## config.mk

```make
export PLATFORM = sky130hd
export DESIGN_NAME = booth_dot_acc
export DESIGN_NICKNAME = d
export VERILOG_FILES = /design/src/rtl/booth_pkg.sv /design/src/rtl/booth_done_edge.sv /design/src/rtl/booth_dot_acc.sv
export SDC_FILE = /design/constraint.sdc
export NUM_CORES = 1
export LEC_CHECK = 0
export BUFFER_PORTS_ARGS = -buffer_cell sky130_fd_sc_hd__buf_2
export CORE_ASPECT_RATIO = 1.1
export CORE_MARGIN = 2
export CORE_UTILIZATION = 50
export DETAILED_ROUTE_END_ITERATION = 8
export GPL_TIMING_DRIVEN = 0
export PLACE_DENSITY = 0.74
export RECOVER_POWER = 25
export SYNTH_ARGS = -nofsm -noshare
export SYNTH_HDL_FRONTEND = slang
export SYNTH_SLANG_ARGS = --single-unit
```

## constraint.sdc

```tcl
create_clock -name clk -period 5 [get_ports clk]
set_clock_uncertainty 0.1 [all_clocks]
set_input_delay 0.75 -clock clk [delete_from_list [all_inputs] [get_ports clk]]
set_output_delay 0.75 -clock clk [all_outputs]
set_load 0.01 [all_outputs]
```

## src/rtl/booth_pkg.sv

```systemverilog
// Shared types and helpers for consumers of the sequential Booth multiplier.
// The saturating add is only called when BOOTH_DOT_ACC_SAT_EN is defined.
package booth_pkg;

  // Accumulator FSM: summing products, or presenting a finished sum.
  typedef enum logic {
    ACC  = 1'b0,
    HOLD = 1'b1
  } state_e;

  // Accumulator width: the full product plus guard bits against overflow.
  function automatic int acc_width(input int width, input int guard);
    return 2 * width + guard;
  endfunction

  // Signed add clamped to the w-bit signed range.
  // Operands are sign-extended w-bit values, so for w <= 62 the 64-bit sum
  // itself cannot overflow.
  function automatic logic signed [63:0] sat_add(input logic signed [63:0] a,
                                                 input logic signed [63:0] b,
                                                 input int w);
    logic signed [63:0] s;
    logic signed [63:0] hi;
    logic signed [63:0] lo;
    s  = a + b;
    hi = (64'sd1 <<< (w - 1)) - 64'sd1;
    lo = -hi - 64'sd1;
    if (s > hi) begin
      sat_add = hi;
    end else if (s < lo) begin
      sat_add = lo;
    end else begin
      sat_add = s;
    end
  endfunction

endpackage

```

## src/rtl/booth_done_edge.sv

```systemverilog
// Turns the multiplier's done level into a single-cycle pulse.
// The pulse fires on the rising edge of done, however long done stays high.
module booth_done_edge (
  input  logic clk,
  input  logic rst_n,    // asynchronous, active-high
  input  logic done_i,
  output logic pulse_o
);

  logic done_q;

  // Delay done by one cycle so that its rising edge can be detected.
  always_ff @(posedge clk or posedge rst_n) begin
    if (rst_n) begin
      done_q <= 1'b0;
    end else begin
      done_q <= done_i;
    end
  end

  assign pulse_o = done_i & ~done_q;

endmodule

```

## src/rtl/booth_dot_acc.sv

```systemverilog
// Dot-product accumulator fed by booth_mult products.
// It sums LEN consecutive products into a signed ACC_W-bit value.
// The finished sum is presented on a valid/ready output.
// A one-entry skid holds a product that arrives while the output stalls.
// Optional feature macro: BOOTH_DOT_ACC_SAT_EN. When it is defined, an
// overflowing add saturates. Otherwise the add wraps. ovf is flagged in
// both cases.
module booth_dot_acc
  import booth_pkg::*;
#(
  parameter  int WIDTH = 8,
  parameter  int LEN   = 4,
  parameter  int GUARD = 8,
  localparam int ACC_W = acc_width(WIDTH, GUARD),
  localparam int CNT_W = $clog2(LEN + 1)
) (
  input  logic                      clk,
  input  logic                      rst_n,      // asynchronous, active-high
  input  logic                      clr,
  input  logic                      mul_done,
  input  logic signed [2*WIDTH-1:0] mul_m,
  output logic                      out_valid,
  input  logic                      out_ready,
  output logic signed [ACC_W-1:0]   acc_out,
  output logic                      ovf,
  output logic                      drop_err,
  output logic [CNT_W-1:0]          cnt
);

  logic done_pulse;

  booth_done_edge u_done_edge (
    .clk     (clk),
    .rst_n   (rst_n),
    .done_i  (mul_done),
    .pulse_o (done_pulse)
  );

  state_e                    state_q, state_d;
  logic signed [ACC_W-1:0]   acc_q, acc_d;
  logic signed [ACC_W-1:0]   acc_out_q, acc_out_d;
  logic [CNT_W-1:0]          cnt_q, cnt_d;
  logic                      ovf_q, ovf_d;
  logic                      drop_q, drop_d;
  logic                      skid_full_q, skid_full_d;
  logic signed [2*WIDTH-1:0] skid_q, skid_d;

  logic signed [2*WIDTH-1:0] add_src;
  logic signed [ACC_W-1:0]   add_ext;
  logic signed [ACC_W-1:0]   add_raw;
  logic signed [ACC_W-1:0]   add_res;
  logic                      add_ovf;
  logic [CNT_W-1:0]          cnt_inc;

`ifdef BOOTH_DOT_ACC_SAT_EN
  logic signed [63:0]        sat_wide;
`endif

  // Adder datapath. A waiting skid entry always takes precedence over a
  // live product.
  always_comb begin
    add_src = skid_full_q ? skid_q : mul_m;
    add_ext = ACC_W'(add_src);
    add_raw = acc_q + add_ext;
    add_ovf = (acc_q[ACC_W-1] == add_ext[ACC_W-1]) &&
              (add_raw[ACC_W-1] != acc_q[ACC_W-1]);
`ifdef BOOTH_DOT_ACC_SAT_EN
    sat_wide = sat_add(64'(acc_q), 64'(add_ext), ACC_W);
    add_res  = sat_wide[ACC_W-1:0];
`else
    add_res  = add_raw;
`endif
    cnt_inc = cnt_q + CNT_W'(1);
  end

  // Next-state logic: accumulate, complete a sum, hold it, and manage the skid.
  always_comb begin
    state_d     = state_q;
    acc_d       = acc_q;
    acc_out_d   = acc_out_q;
    cnt_d       = cnt_q;
    ovf_d       = ovf_q;
    drop_d      = drop_q;
    skid_full_d = skid_full_q;
    skid_d      = skid_q;

    if (clr) begin
      state_d     = ACC;
      acc_d       = '0;
      acc_out_d   = '0;
      cnt_d       = '0;
      ovf_d       = 1'b0;
      drop_d      = 1'b0;
      skid_full_d = 1'b0;
    end else begin
      case (state_q)
        ACC: begin
          if (skid_full_q || done_pulse) begin
            // The first add of a sum starts a fresh overflow flag. Later
            // adds in the same sum keep the flag set once it is set.
            ovf_d = ((cnt_q == '0) ? 1'b0 : ovf_q) | add_ovf;
            if (cnt_inc == CNT_W'(LEN)) begin
              acc_out_d = add_res;
              acc_d     = '0;
              cnt_d     = '0;
              state_d   = HOLD;
            end else begin
              acc_d = add_res;
              cnt_d = cnt_inc;
            end
          end
          // When the skid entry is consumed, a product arriving in the same
          // cycle takes its place.
          if (skid_full_q) begin
            skid_full_d = done_pulse;
            if (done_pulse) begin
              skid_d = mul_m;
            end
          end
        end
        HOLD: begin
          if (done_pulse) begin
            if (skid_full_q) begin
              drop_d = 1'b1;
            end else begin
              skid_full_d = 1'b1;
              skid_d      = mul_m;
            end
          end
          if (out_ready) begin
            state_d = ACC;
          end
        end
        default: state_d = ACC;
      endcase
    end
  end

  // State registers. An asynchronous reset discards any partial or held sum.
  always_ff @(posedge clk or posedge rst_n) begin
    if (rst_n) begin
      state_q     <= ACC;
      acc_q       <= '0;
      acc_out_q   <= '0;
      cnt_q       <= '0;
      ovf_q       <= 1'b0;
      drop_q      <= 1'b0;
      skid_full_q <= 1'b0;
      skid_q      <= '0;
    end else begin
      state_q     <= state_d;
      acc_q       <= acc_d;
      acc_out_q   <= acc_out_d;
      cnt_q       <= cnt_d;
      ovf_q       <= ovf_d;
      drop_q      <= drop_d;
      skid_full_q <= skid_full_d;
      skid_q      <= skid_d;
    end
  end

  assign out_valid = (state_q == HOLD);
  assign acc_out   = acc_out_q;
  assign ovf       = ovf_q;
  assign drop_err  = drop_q;
  assign cnt       = cnt_q;

endmodule

```

==> results of run 1 <==
## logic make-up after synthesis
family                     after synthesis  share of synthesized area, %
muxes                                   35                          9.25
buffers and inverters                   26                          2.39
and+or+nand+nor                         96                          10.2
DFF                                     72                          42.4
AOI/OAI and AO/OA                      123                          22.9
adders and majority gates               27                          8.13
xor gates and xnor gates                21                          4.66
## sequential cells by signal (all words and copies together), names as in the netlist
name	count
acc_q	24
cnt	3
out_valid	1
u_done_edge.done_q	1
skid_q	16
ovf	1
drop_err	1
acc_out	24
skid_full_q	1
## cells in the mapped netlist (2+ instances only)
master    instances
buf_1             2
xor2_1            9
a2111o_1          2
o21a_1            4
mux2_2           33
a22oi_1           4
dfrtp_1          72
clkbuf_1         10
buf_2             3
o21bai_1          2
a21boi_1          2
nand2_1          29
a21oi_1          21
and2_1            3
a21o_1            6
inv_1            10
o21ai_0          13
nand3_1           7
nor2_1           36
nand2b_1          2
a22o_1           30
o31ai_1           6
a211oi_2          2
o21ai_1           6
ha_1             26
and4_1            2
nor2b_1           2
or3_1             2
a21oi_2           3
nand4_1           3
a31oi_1           4
nor3_1            3
o31a_1            2
or2_2             2
nor4_1            2
xnor2_1          11
## per-layer routing
layer / up-vias / wire (um) / share of wire, %
li1: 1600 / - / -
met1: 1621 / 4270 / 44
met2: 77 / 4860 / 50
met3: 8 / 414 / 4.3
met4: 0 / 97 / 1.0
met5: - / 0 / 0
## area by class of cell
class | count | share of cell area [%]
multi-input cells | 302 | 48.5
flip-flops and latches | 72 | 37.3
repair buffers | 49 | 5.05
well taps | 111 | 2.87
clock buffers | 10 | 2.85
clock inverters | 6 | 1.40
plain buffers | 15 | 1.24
inverters | 11 | 0.880
## worst paths after layout
kind,endpoint,slack (ns),cells past startpoint,from
max,acc_out[23]$_DFFE_PP0P_,0.95,11,skid_full_q$_DFFE_PP0P_
min,acc_out[0]$_DFFE_PP0P_,0.38,2,acc_out[0]$_DFFE_PP0P_
max reg2reg,acc_out[23]$_DFFE_PP0P_,0.95,11,skid_full_q$_DFFE_PP0P_
min reg2reg,acc_out[0]$_DFFE_PP0P_,0.38,2,acc_out[0]$_DFFE_PP0P_
max in group asynchronous,skid_q[2]$_DFFE_PP0P_,2.23,2,rst_n
min in group asynchronous,acc_out[21]$_DFFE_PP0P_,1.18,2,rst_n
## where the power goes
group          internal [mW]  switching (mW)  total, mW  leakage [nW]
Combinational          0.236           0.282      0.518          1.29
Clock                  0.246           0.235      0.480        0.0989
Sequential             0.679          0.0546      0.734         0.939
## critical path: stages (launching register included)
cell and delay, ns:
dfrtp_1 0.38, buf_1 0.46, clkbuf_1 0.44, mux2_2 0.40, ha_1 0.37, a21oi_1 0.17
o21ai_1 0.08, nor4_1 0.36, o311ai_2 0.25, a311oi_1 0.44, xnor3_1 0.29, a22o_1 0.20
## per-stage QoR
stage,instances,utilization [%]
after floorplan,400,-
after global placement,560,55.7
after detailed placement,560,55.7
after CTS,576,58.2
after global routing,576,58.1
final,576,58.1
==> impl_metrics.env, run 1 <==
export IMPL_status="finished, violations left"
export IMPL_violations="max-capacitance violations, max-slew violations"
export IMPL_multi_input_area_sq_um=2340
export IMPL_post_cts_resized=0
export IMPL_first_pass_iters=4
export IMPL_max_freq_mhz=247
export IMPL_grt_max_degree=73
export IMPL_period_minus_slack_ns=4.05
export IMPL_gr_total_overflow=0
export IMPL_io_pins=51
export IMPL_vias_per_cell=5.74
export IMPL_core_sq_um=8320
export IMPL_drive_above_1_share_pct=24.9
export IMPL_htree_levels=3
export IMPL_async_flop_share_pct=100
export IMPL_wl_per_cell_um=16.8
export IMPL_drt_iter0_markers=162
export IMPL_grt_first_pass_wirelength_mm=16.2
export IMPL_gr_usage_met3_pct=3.59
export IMPL_synth_seq_cells=72
export IMPL_n_fill_cell=729
export IMPL_setup_ws_ns=0.946
export IMPL_critPathRequiredTime_ns=5.14
export IMPL_routed_wl_mm=9.65
export IMPL_cts_tree="done"
export IMPL_synth_top_area_cell="dfrtp_1"
export IMPL_place_congestion=0.960
export IMPL_die_height_um=101
export IMPL_synth_area_sq_um=4250
export IMPL_synth_avg_cell_area_sq_um=10.6
export IMPL_ir_worst_vdd_mv=0.185
export IMPL_synth_distinct_cells=60
export IMPL_clock_path_buffers=2
export IMPL_power_density_nw_per_um2=358
export IMPL_initial_utilization_pct=51.0
export IMPL_setup_viol=0
export IMPL_finalSetupTns_ns=0
export IMPL_rsz0062_at_grt="false"
export IMPL_min_period_over_period_pct=81.1
export IMPL_ctsHoldBuffers=0
export IMPL_synth_edf_count=0
export IMPL_synth_net_count=448
export IMPL_post_cts_setup_buffers=0
export IMPL_dp_hpwl_mm=7.11
export IMPL_diodes=0
export IMPL_placed_area_sq_um=4630
export IMPL_hold_path_class="reg2reg"
export IMPL_syn_inst=400
export IMPL_ant_nets=0
export IMPL_leakagePower_nw=2.33
export IMPL_rows=35
export IMPL_yosysTopAreaCellShare_pct=42.4
export IMPL_whs_ns=0.379
export IMPL_finalPower_mw=1.73
export IMPL_worst_slew_pin_slew_ns=3.09
export IMPL_numClockSinks=72
export IMPL_cap_violations=1
export IMPL_die_w_um=91.9
export IMPL_grt_pass1_vias=3291
export IMPL_grt_use_met2_pct=39.0
export IMPL_seqCellArea_sq_um=1800
export IMPL_slew_viol_final=73
export IMPL_final_nets=508
export IMPL_crit_arrival_ns=4.19
export IMPL_path_max_fanout=10
export IMPL_path_class="reg2reg"
export IMPL_layout_commonest_cell="dfrtp_1"
export IMPL_synthTopCellsByArea="dfrtp_1, mux2_2, ha_1, a22o_1, nor2_1"
export IMPL_busiest_layer="met2"
export IMPL_final_cell_mix="dfrtp_1, buf_2, nor2_1, mux2_2, a22o_1"
export IMPL_place_port_buffers=49
export IMPL_hold_viol=0
export IMPL_endpoint_kind="flip-flop"
export IMPL_dieArea_sq_um=9250
export IMPL_clk_pin_slew_ns=0.08
export IMPL_yosysWarnings=0
export IMPL_synth_top_flop_cell="dfrtp_1"
export IMPL_antenna_found_initial=0
export IMPL_critPathLaunchType="flip-flop"
export IMPL_numCtsBuffers=9
export IMPL_yosysSeqAreaShare_pct=42.4
export IMPL_clockRootBuffer="clkbuf_8"
export IMPL_drc=0
export IMPL_slew_limit_headroom_pct=-107
export IMPL_grt_use_total_pct=22.1
export IMPL_clock_latency_ns=0.35
export IMPL_grt_use_met1_pct=27.8
export IMPL_dp_slack_ns=0.977
export IMPL_vias=3306
export IMPL_syn_to_final_growth_pct=13.9
export IMPL_fin_area_sq_um=4840
Note: power is estimated with default switching activity, not from simulation.
==> inputs of run 2 (changes only) <==
- clock period: 5 -> 4.2 ns (I/O delays scaled with it)
==> run 2 against run 1 <==
The flow still finishes with violations (max-capacitance violations, max-slew violations). Clock power is 20% higher. Power is 19% higher. Worst hold slack worse by 0.072 ns. Global-route usage stayed put. Sequential share of layout area hardly changed. Flip-flop and latch count stayed put. Fmax is 6.5% higher. Count of clock-buffer cells in the layout stayed put. First-iteration DRC count is 18% higher. Via count is 1.2% higher. Critical path type unchanged.
==> impl_metrics.env, run 2 (synthesis gave the netlist of run 1 again) <==
export IMPL_status="finished, violations left"
export IMPL_violations="max-capacitance violations, max-slew violations"
export IMPL_hold_path_class="in2reg"
export IMPL_layout_cells_non_filler=575
export IMPL_antenna_found_initial=0
export IMPL_min_period_over_period_pct=90.6
export IMPL_die_w_um=91.9
export IMPL_finalSetupTns_ns=0
export IMPL_drc=0
export IMPL_rsz0062_at_grt="false"
export IMPL_worst_slew_pin_slew_ns=2.65
export IMPL_die_height_um=101
export IMPL_htree_levels=3
export IMPL_numClockSinks=72
export IMPL_routed_wl_mm=9.74
export IMPL_place_congestion=0.960
export IMPL_final_cell_mix="dfrtp_1, buf_2, nor2_1, mux2_2, a22o_1"
export IMPL_grt_pass1_vias=3291
export IMPL_clock_path_buffers=2
export IMPL_syn_to_final_growth_pct=13.8
export IMPL_cap_violations=1
export IMPL_multi_input_area_sq_um=2340
export IMPL_critPathLaunchType="flip-flop"
export IMPL_path_max_fanout=12
export IMPL_ant_nets=0
export IMPL_cp_slowest_cell="dfrtp_1"
export IMPL_drt_met1_wl_mm=4.29
export IMPL_grt_max_degree=73
export IMPL_drive_above_1_share_pct=25.0
export IMPL_slew_limit_headroom_pct=-76.7
export IMPL_cpLargestDelayFamily="compound AO/OA/AOI/OAI gates"
export IMPL_final_nets=507
export IMPL_vias=3346
export IMPL_grt_first_pass_wirelength_mm=16.2
export IMPL_seqCellArea_sq_um=1800
export IMPL_core_sq_um=8320
export IMPL_cts_tree="done"
export IMPL_initial_utilization_pct=51.0
export IMPL_fin_area_sq_um=4830
export IMPL_endpoint_kind="flip-flop"
export IMPL_gr_total_overflow=0
export IMPL_cpMostUsedCell="a211oi_2"
export IMPL_clockRootBuffer="clkbuf_8"
export IMPL_io_pins=51
export IMPL_post_cts_setup_buffers=0
export IMPL_n_fill_cell=730
export IMPL_dp_cells=560
export IMPL_crit_arrival_ns=3.94
export IMPL_hold_viol=0
export IMPL_dr_wl_met2_mm=4.85
export IMPL_setup_viol=0
export IMPL_highest_layer="met4"
export IMPL_cp_num_buf_inv=0
export IMPL_place_port_buffers=49
export IMPL_clk_pin_slew_ns=0.09
export IMPL_max_freq_mhz=263
export IMPL_drt_iter0_markers=191
export IMPL_path_class="reg2reg"
export IMPL_dp_hpwl_mm=7.11
export IMPL_ir_worst_vdd_mv=0.221
export IMPL_dr_wl_met3_um=448
export IMPL_worstPathCellList="mux2_2 -> ha_1 -> fa_1 -> a211oi_2 -> o21ai_2 -> a211oi_2 -> o21bai_1 -> a2111oi_4 -> o41ai_2 -> xor2_1 -> a22o_1"
export IMPL_slew_viol_final=73
export IMPL_placed_area_sq_um=4630
export IMPL_power_density_nw_per_um2=428
export IMPL_fin_util_pct=58.1
export IMPL_wl_per_cell_um=16.9
export IMPL_dieArea_sq_um=9250
export IMPL_vias_per_cell=5.82
export IMPL_period_minus_slack_ns=3.81
export IMPL_numCtsBuffers=9
export IMPL_clock_latency_ns=0.35
export IMPL_diodes=0
export IMPL_rows=35
export IMPL_whs_ns=0.307
export IMPL_critPathRequiredTime_ns=4.33
export IMPL_first_pass_iters=5
export IMPL_critPathMaxStageDelay_ns=0.65
export IMPL_leakagePower_nw=2.34
export IMPL_grt_use_total_pct=22.1
export IMPL_layout_commonest_cell="dfrtp_1"
## run 2: cell count changes in the layout (fill, tap and decap cells not counted)
cell,delta
clkbuf_1,-1
buf_1,-1
clkinvlp_2,-1
inv_1,+1
clkbuf_2,+1
## run 2: layer usage
metal	global-route usage (%)	up-vias
li1	-	1602
met3	3.59	14
met1	27.8	1634
met4	7.23	0
met5	0	-
met2	39.0	96
## run 2: cell type report
class / instances / area share [%]
inverter: 11 / 0.854
timing repair buffer: 49 / 5.05
multi-input combinational: 302 / 48.5
tap: 111 / 2.87
clock inverter: 6 / 1.40
buffer: 14 / 1.19
clock buffer: 10 / 2.85
sequential: 72 / 37.3
## run 2: final timing paths
path / depth (start not counted) / to / from / slack [ns]
max reg2reg: 11 / acc_out[16]$_DFFE_PP0P_ / skid_full_q$_DFFE_PP0P_ / 0.39
max: 11 / acc_out[16]$_DFFE_PP0P_ / skid_full_q$_DFFE_PP0P_ / 0.39
max in group asynchronous: 2 / skid_q[2]$_DFFE_PP0P_ / rst_n / 1.37
min: 1 / u_done_edge.done_q$_DFF_PP0_ / mul_done / 0.31
min reg2reg: 2 / acc_out[0]$_DFFE_PP0P_ / acc_out[0]$_DFFE_PP0P_ / 0.38
min in group asynchronous: 2 / cnt[0]$_DFFE_PP0P_ / rst_n / 1.10
## run 2: timing repair
action                     CTS  global route
setup endpoints to repair    0            10
gates resized for setup      0             2
hold buffers                 0             0
## run 2: report_power, final
part           total, mW  leakage, nW  internal [mW]  switching, mW
combinational      0.617         1.30          0.281          0.336
clock              0.576       0.0989          0.293          0.283
sequential         0.875        0.939          0.808         0.0665
## run 2: metrics by stage
| stage | power, mW | setup slack [ns] |
|---|---|---|
| 2_1_floorplan | 1.34 | 0.674 |
| 3_3_place_gp | 1.48 | 0.110 |
| 3_5_place_dp | 1.50 | 0.177 |
| 4_1_cts | 2.07 | 0.0971 |
| 5_1_grt | 2.19 | 0.141 |
| 6_report | 2.07 | 0.395 |
==> inputs of run 3 (changes only) <==
- PLACE_DENSITY: 0.74 -> 0.81
==> run 3 against run 2 <==
The run still ends with max-capacitance violations, max-slew violations left. Combinational power up 0.8%. Worst hold slack worse by 0.017 ns. Via count up 1.2%. Die area unchanged. Fmax down 1.4%. Wire length up 1.4%. Utilization up 0.20 points.
==> impl_metrics.env, run 3 (synthesis gave the netlist of run 1 again) <==
export IMPL_drive_above_1_share_pct=25.2
export IMPL_die_w_um=91.9
export IMPL_setup_viol=0
export IMPL_crit_arrival_ns=4.01
export IMPL_rsz0062_at_grt="false"
export IMPL_hold_viol=0
export IMPL_status="finished, violations left"
export IMPL_finalSetupTns_ns=0
export IMPL_path_max_fanout=12
export IMPL_max_freq_mhz=259
export IMPL_endpoint_kind="flip-flop"
export IMPL_layout_commonest_cell="dfrtp_1"
export IMPL_post_cts_resized=0
export IMPL_numClockSinks=72
export IMPL_antenna_found_initial=0
export IMPL_n_fill_cell=718
export IMPL_ant_nets=0
export IMPL_post_cts_setup_buffers=0
export IMPL_critPathRequiredTime_ns=4.35
export IMPL_gr_total_overflow=0
export IMPL_path_class="reg2reg"
export IMPL_critPathLaunchType="flip-flop"
export IMPL_grt_max_degree=73
export IMPL_dp_hpwl_mm=7.09
export IMPL_vias=3385
export IMPL_leakagePower_nw=2.35
export IMPL_critPathMaxStageDelay_ns=0.66
export IMPL_grt_use_total_pct=22.4
export IMPL_power_density_nw_per_um2=436
export IMPL_htree_levels=3
export IMPL_cp_slowest_cell="dfrtp_1"
export IMPL_cpMostUsedCell="a211oi_2"
export IMPL_final_cell_mix="dfrtp_1, buf_2, nor2_1, mux2_2, a22o_1"
export IMPL_numCtsBuffers=9
export IMPL_io_pins=51
export IMPL_worst_slew_pin_slew_ns=2.69
export IMPL_clock_latency_ns=0.36
export IMPL_drt_iter0_markers=193
export IMPL_dp_cells=560
export IMPL_cp_num_buf_inv=0
export IMPL_first_pass_iters=5
export IMPL_layout_cells_non_filler=575
export IMPL_clock_path_buffers=2
export IMPL_slew_viol_final=73
export IMPL_grt_first_pass_wirelength_mm=16.2
export IMPL_cap_violations=1
export IMPL_hold_path_class="in2reg"
export IMPL_drc=0
export IMPL_syn_to_final_growth_pct=14.2
export IMPL_cts_tree="done"
export IMPL_place_port_buffers=49
export IMPL_rows=35
export IMPL_routed_wl_mm=9.87
export IMPL_slew_limit_headroom_pct=-79.6
export IMPL_ir_worst_vdd_mv=0.207
export IMPL_period_minus_slack_ns=3.86
export IMPL_die_height_um=101
export IMPL_grt_pass1_vias=3425
export IMPL_core_sq_um=8320
export IMPL_dieArea_sq_um=9250
export IMPL_cpLargestDelayFamily="compound AO/OA/AOI/OAI gates"
export IMPL_diodes=0
export IMPL_clk_pin_slew_ns=0.08
export IMPL_vias_per_cell=5.89
export IMPL_worstPathCellList="mux2_2 -> ha_1 -> fa_1 -> a211oi_2 -> o21ai_2 -> a211oi_2 -> o21bai_1 -> a2111oi_4 -> o31ai_1 -> xnor2_1 -> a22o_1"
export IMPL_wl_per_cell_um=17.2
export IMPL_clockRootBuffer="clkbuf_8"
export IMPL_place_congestion=0.975
export IMPL_finalPower_mw=2.12
export IMPL_violations="max-capacitance violations, max-slew violations"
export IMPL_min_period_over_period_pct=91.9
export IMPL_ctsHoldBuffers=0
export IMPL_final_nets=507
export IMPL_initial_utilization_pct=51.0
## run 3: area by class of cell
cell class                      instances  area (sq um)  area share, %
Buffer                                 14          57.6           1.19
Clock buffer                           10           138           2.84
Sequential cell                        72          1800           37.2
Tap cell                              111           139           2.86
Inverter                               11          41.3          0.852
Timing Repair Buffer                   49           245           5.06
Clock inverter                          6          82.6           1.70
Multi-Input combinational cell        302          2340           48.3
## run 3: per-stage QoR
| stage | setup slack (ns) | utilization, % | hold WS, ns | cell area [sq um] |
|---|---|---|---|---|
| after floorplan | 0.674 | - | 0.362 | 4250 |
| after global placement | 0.157 | 55.7 | 0.359 | 4630 |
| after detailed placement | 0.109 | 55.7 | 0.372 | 4630 |
| after CTS | 0.0333 | 58.3 | 0.283 | 4850 |
| after global routing | 0.126 | 58.3 | 0.277 | 4850 |
| final | 0.339 | 58.3 | 0.290 | 4850 |
## run 3: where the power goes
| group | switching [mW] | internal [mW] |
|---|---|---|
| clock network | 0.270 | 0.347 |
| registers | 0.0676 | 0.808 |
| logic | 0.341 | 0.281 |
## run 3: worst reg2reg max path: stages (launching register included)
cell	delay [ns]
dfrtp_1	0.66
mux2_2	0.40
ha_1	0.22
fa_1	0.44
a211oi_2	0.29
o21ai_2	0.13
a211oi_2	0.27
o21bai_1	0.18
a2111oi_4	0.49
o31ai_1	0.17
xnor2_1	0.18
a22o_1	0.22
## run 3: metal layers
metal	wire (um)	global-route usage, %	part of all wire (%)	up-vias
met5	0	0	0	-
met4	248	9.76	2.5	0
met3	487	4.26	4.9	23
met2	4980	39.3	50	107
met1	4160	26.9	42	1649
li1	-	-	-	1606
## run 3: worst paths after layout
path	start	end	slack, ns	cells after the start
setup reg to reg	skid_full_q$_DFFE_PP0P_	acc_out[14]$_DFFE_PP0P_	0.34	11
max in group asynchronous	rst_n	skid_full_q$_DFFE_PP0P_	1.36	2
hold / removal	mul_done	u_done_edge.done_q$_DFF_PP0_	0.29	1
min in group asynchronous	rst_n	acc_out[21]$_DFFE_PP0P_	1.12	2
setup / recovery	skid_full_q$_DFFE_PP0P_	acc_out[14]$_DFFE_PP0P_	0.34	11
hold reg to reg	acc_out[0]$_DFFE_PP0P_	acc_out[0]$_DFFE_PP0P_	0.38	2
